===== src/rtl/branch_pc_unit.sv =====
// rtl/branch_pc_unit.sv - program counter with branch, call/return stack and sticky stack error
module branch_pc_unit #(
    parameter int PC_WIDTH    = 8,
    parameter int PC_STEP     = 1,
    parameter int STACK_DEPTH = 4
) (
    input  logic                clk,
    input  logic                rst_n,
    input  logic                enable,
    input  logic                br_valid,
    input  logic                br_result,
    input  logic [PC_WIDTH-1:0] br_target,
    input  logic                call,
    input  logic                ret,
    input  logic                err_clr,
    output logic [PC_WIDTH-1:0] pc,
    output logic                taken,
    output logic                stack_full,
    output logic                stack_empty,
    output logic                stack_err
);
    localparam int SP_W  = $clog2(STACK_DEPTH + 1);
    localparam int IDX_W = (STACK_DEPTH > 1) ? $clog2(STACK_DEPTH) : 1;

    logic [PC_WIDTH-1:0] stack_mem [STACK_DEPTH];
    logic [SP_W-1:0]     sp;
    logic [SP_W-1:0]     sp_dec;
    logic [IDX_W-1:0]    push_idx;
    logic [IDX_W-1:0]    pop_idx;
    logic [PC_WIDTH-1:0] pc_seq;
    logic [PC_WIDTH-1:0] pc_next;
    logic                ret_ok;
    logic                call_ok;
    logic                br_ok;
    logic                err_set;

    assign stack_full  = (sp == SP_W'(STACK_DEPTH));
    assign stack_empty = (sp == '0);
    assign sp_dec      = sp - SP_W'(1);
    assign push_idx    = IDX_W'(sp);
    assign pop_idx     = IDX_W'(sp_dec);
    assign pc_seq      = pc + PC_WIDTH'(PC_STEP);

    // A failed ret or call falls through to the next lower-priority action.
    always_comb begin
        ret_ok  = enable && ret && !stack_empty;
        call_ok = enable && call && !stack_full && !ret_ok;
        br_ok   = enable && br_valid && br_result && !ret_ok && !call_ok;
        err_set = enable && ((ret && stack_empty) || (call && stack_full && !ret_ok));
        pc_next = pc_seq;
        if (ret_ok) begin
            pc_next = stack_mem[pop_idx];
        end else if (call_ok || br_ok) begin
            pc_next = br_target;
        end
    end

    always_ff @(posedge clk or negedge rst_n) begin
        if (!rst_n) begin
            pc        <= '0;
            taken     <= 1'b0;
            sp        <= '0;
            stack_err <= 1'b0;
        end else begin
            taken <= ret_ok || call_ok || br_ok;
            if (enable) begin
                pc <= pc_next;
            end
            if (ret_ok) begin
                sp <= sp_dec;
            end else if (call_ok) begin
                sp <= sp + SP_W'(1);
            end
            if (err_set) begin
                stack_err <= 1'b1;
            end else if (err_clr) begin
                stack_err <= 1'b0;
            end
        end
    end

    // Entries are only readable below the pointer, so they need no reset.
    always_ff @(posedge clk) begin
        if (call_ok) begin
            stack_mem[push_idx] <= pc_seq;
        end
    end
endmodule


===== config.mk =====
export PLATFORM = sky130hd
export DESIGN_NAME = branch_pc_unit
export DESIGN_NICKNAME = d
export VERILOG_FILES = /design/src/rtl/branch_pc_unit.sv
export SDC_FILE = /design/constraint.sdc
export NUM_CORES = 1
export LEC_CHECK = 0
export CORE_MARGIN = 5
export CORE_UTILIZATION = 45
export CTS_CLUSTER_DIAMETER = 30
export CTS_CLUSTER_SIZE = 24
export DETAILED_ROUTE_END_ITERATION = 8
export GPL_ROUTABILITY_DRIVEN = 0
export MAX_ROUTING_LAYER = met4
export PLACE_DENSITY = 0.63
export RECOVER_POWER = 100
export SYNTH_ARGS = -nofsm -noshare
export SYNTH_HDL_FRONTEND = slang
export SYNTH_SLANG_ARGS = --single-unit

===== constraint.sdc =====
create_clock -name clk -period 2.8 [get_ports clk]
set_input_delay 0.7 -clock clk [delete_from_list [all_inputs] [get_ports clk]]
set_output_delay 0.7 -clock clk [all_outputs]
set_load 0.1 [all_outputs]

==> impl_metrics.yaml <==
routing:
  dr.pass1.iters: 4
  post_drt_wl_per_cell_um: 19.7
  routed_wl_um: 4780
  viasPerCell: 5.63
  route.vias.total: 1367
  drc: 0
  first_iter_violations: 56
  antenna_left: 0
floorplan:
  die_h_um: 79.1
  rows: 25
  core-area_mm2: 0.00469
  die_width_um: 79.1
  io_pins: 28
  die-area_mm2: 0.00626
  initial_utilization_pct: 45.8
power_and_ir_drop:
  p_seq_share_pct: 36.2
  switching_share_pct: 47.4
  peakVddDrop_mv: 0.572
  power.switching_mw: 1.38
  combPwrFrac_pct: 51.0
  power.total_mw: 2.91
  p_leak_nw: 0.908
  power_density_mw_per_mm2: 1170
  p_int_mw: 1.53
  p_clk_share_pct: 12.7
yosys:
  synth-edff-count: 32
  syn-num-nets: 178
  yosysSeqAreaShare_pct: 59.8
  synth_ff_type: "edfxtp_1"
  avgSynthCellArea_um2: 13.8
  synth_area_leaders: "edfxtp_1 (45%), dfrtp_1 (15%), mux4_2 (8.4%), ha_1 (3.5%), o21ai_0 (2.1%)"
  syn_inst: 156
  synth_top_area_share_pct: 44.7
  synth_seq_cells: 45
  synthMostInstantiatedCell: "edfxtp_1"
  yosysTopAreaCell: "edfxtp_1"
  syn_area_mm2: 0.00215
  synthTopCellsByCount: "edfxtp_1 (32), dfrtp_1 (13), inv_1 (9), o21ai_0 (9), mux4_2 (8)"
  netlist-cell-type-count: 43
  yosysWarnings: 0
  async_flop_share_pct: 28.9
setup_path:
  cp-end-kind: "flip-flop"
  r2r_slack_ps: 290
  r2r_start: "sp[1]"
  slowest_delay_ps: 490
  cp-start-kind: "flip-flop"
  slowest_stage: "clkbuf_1"
  arrival_ps: 2440
  r2r-end: "stack_mem[3][0]"
  cp.required_ps: 2730
  cp_max_fo: 8
  path_class: "reg2reg"
  path_cells: "inv_1, ha_1, nand2b_1, nand2_1, nand2_1, nor3_1, clkbuf_1"
  path_common_cell: "nand2_1"
  ff2ff_path_depth: 7
hold_path:
  hold_class: "reg2reg"
  hold_end: "stack_err"
  worstHoldStart: "stack_err"
  holdPathStages: 1
clocking:
  clk_latency_ps: 290
  cts-root-buf: "clkbuf_8"
  htree_levels: 2
  hold_buffers: 0
  numCtsBuffers: 5
  post_cts_buffers: 0
  cts_tree: "built"
  cts_resized: 0
  clockBufferDepth: 2
  clkSinkCount: 45
  clkTransAtPathRegs_ps: 80
grt:
  grt_start_max_net_pins: 19
  first_global_vias: 1448
  grt_pass1_wl_um: 7670
  antenna_found_initial: 0
  track_usage_pct: 17.1
  grt_overflow: 0
sta:
  slew_viol_final: 0
  tightest_slew_ps: 1190
  max_freq_mhz: 399
  finalCriticalPeriod_ps: 2510
  tns_ps: 0
  min_period_over_period_pct: 89.6
  setup_viol: 0
  skew_ps: 8.47
  hold_viol_final: 0
  maxSlewHeadroom_pct: 21.2
  grt_setup_unrepaired: "false"
place:
  hpwl_um: 3430
  portBuffers: 27
outcome:
  outcome: "finished clean"
run:
  maxCapViolations: 0
finish:
  drive_above_1_share_pct: 13.2
  syn_to_final_growth_pct: 15.7
  final_net_count: 210
  antennaDiodeCount: 0
power by group through the flow:
stage                     registers (mW)  logic (mW)  clock network, mW
after CTS                           1.06        1.59              0.385
final                               1.06        1.49              0.371
after global placement              1.07        1.56                  0
after detailed placement            1.07        1.58                  0
after global routing                1.08        1.59              0.414
after floorplan                     1.48       0.773                  0
cell families (layout without fill, tap and decap cells):
kind of cell / count (synthesis) / in the layout / synth area share [%]
buf+inv: 16 / 49 / 3.78
xor+xnor: 5 / 5 / 2.04
mux: 11 / 11 / 9.78
compound gates: 35 / 35 / 11.8
fa+ha+maj: 6 / 6 / 3.49
flops: 45 / 45 / 59.8
simple gates: 38 / 38 / 9.25
cell usage in the layout, fill, tap and decap left out, types with 3 or more instances in the layout:
master / instances
nand2_1: 7
xnor2_1: 4
edfxtp_1: 32
dfrtp_1: 13
nor3_1: 4
mux2i_1: 3
a31oi_1: 5
mux4_2: 8
a21oi_1: 3
o21ai_0: 9
clkdlybuf4s50_1: 13
nand3_1: 7
clkinv_1: 3
clkbuf_1: 11
inv_1: 9
nor2_1: 4
and3_1: 5
clkbuf_8: 5
ha_1: 6
buf_4: 3
worst max-delay path: cells and delay by family (launching register included):
kind / cells / cell delay [ps]
flops: 1 / 430
buf+inv: 2 / 640
simple gates: 4 / 810
fa+ha+maj: 1 / 260
layout make-up:
cell class	instances	area, um^2
Clock inverter	3	12.5
Inverter	10	37.5
Sequential cell	45	1290
Multi-Input combinational cell	95	773
Clock buffer	5	68.8
Fill cell	407	2200
Timing Repair Buffer	31	241
Tap cell	54	67.6
routing by layer:
metal	track usage (%)	vias to the layer above	share of wire [%]
met5	-	-	0
met4	5.15	0	1.4
met3	4.20	6	5.0
met2	27.3	34	49
met1	21.6	668	45
li1	-	659	-
sequential cells by signal, indices dropped and copies added (netlist names):
register and flops:
pc 8, sp 3, taken 1, stack_err 1, stack_mem 32
per-stage QoR:
step	area [um^2]	instances	hold WS (ps)	worst slack [ps]	utilization, %
2_1_floorplan	2150	156	404	348	-
3_3_place_gp	2470	235	479	395	52.6
3_5_place_dp	2470	235	519	332	52.6
4_1_cts	2550	243	539	355	54.3
5_1_grt	2490	243	567	132	53.0
6_report	2490	243	523	292	53.0
worst max path at each step:
stage	startpoint	endpoint	depth (start not counted)
after floorplan	sp[0]	stack_mem[0][0]	7
after global placement	ret	stack_mem[3][6]	5
after CTS	sp[1]	stack_empty	5
final	sp[1]	stack_mem[3][0]	7
after detailed placement	call	stack_mem[1][2]	3
after global routing	sp[1]	stack_mem[3][3]	7
No activity file was read; power rests on OpenSTA's default activity.
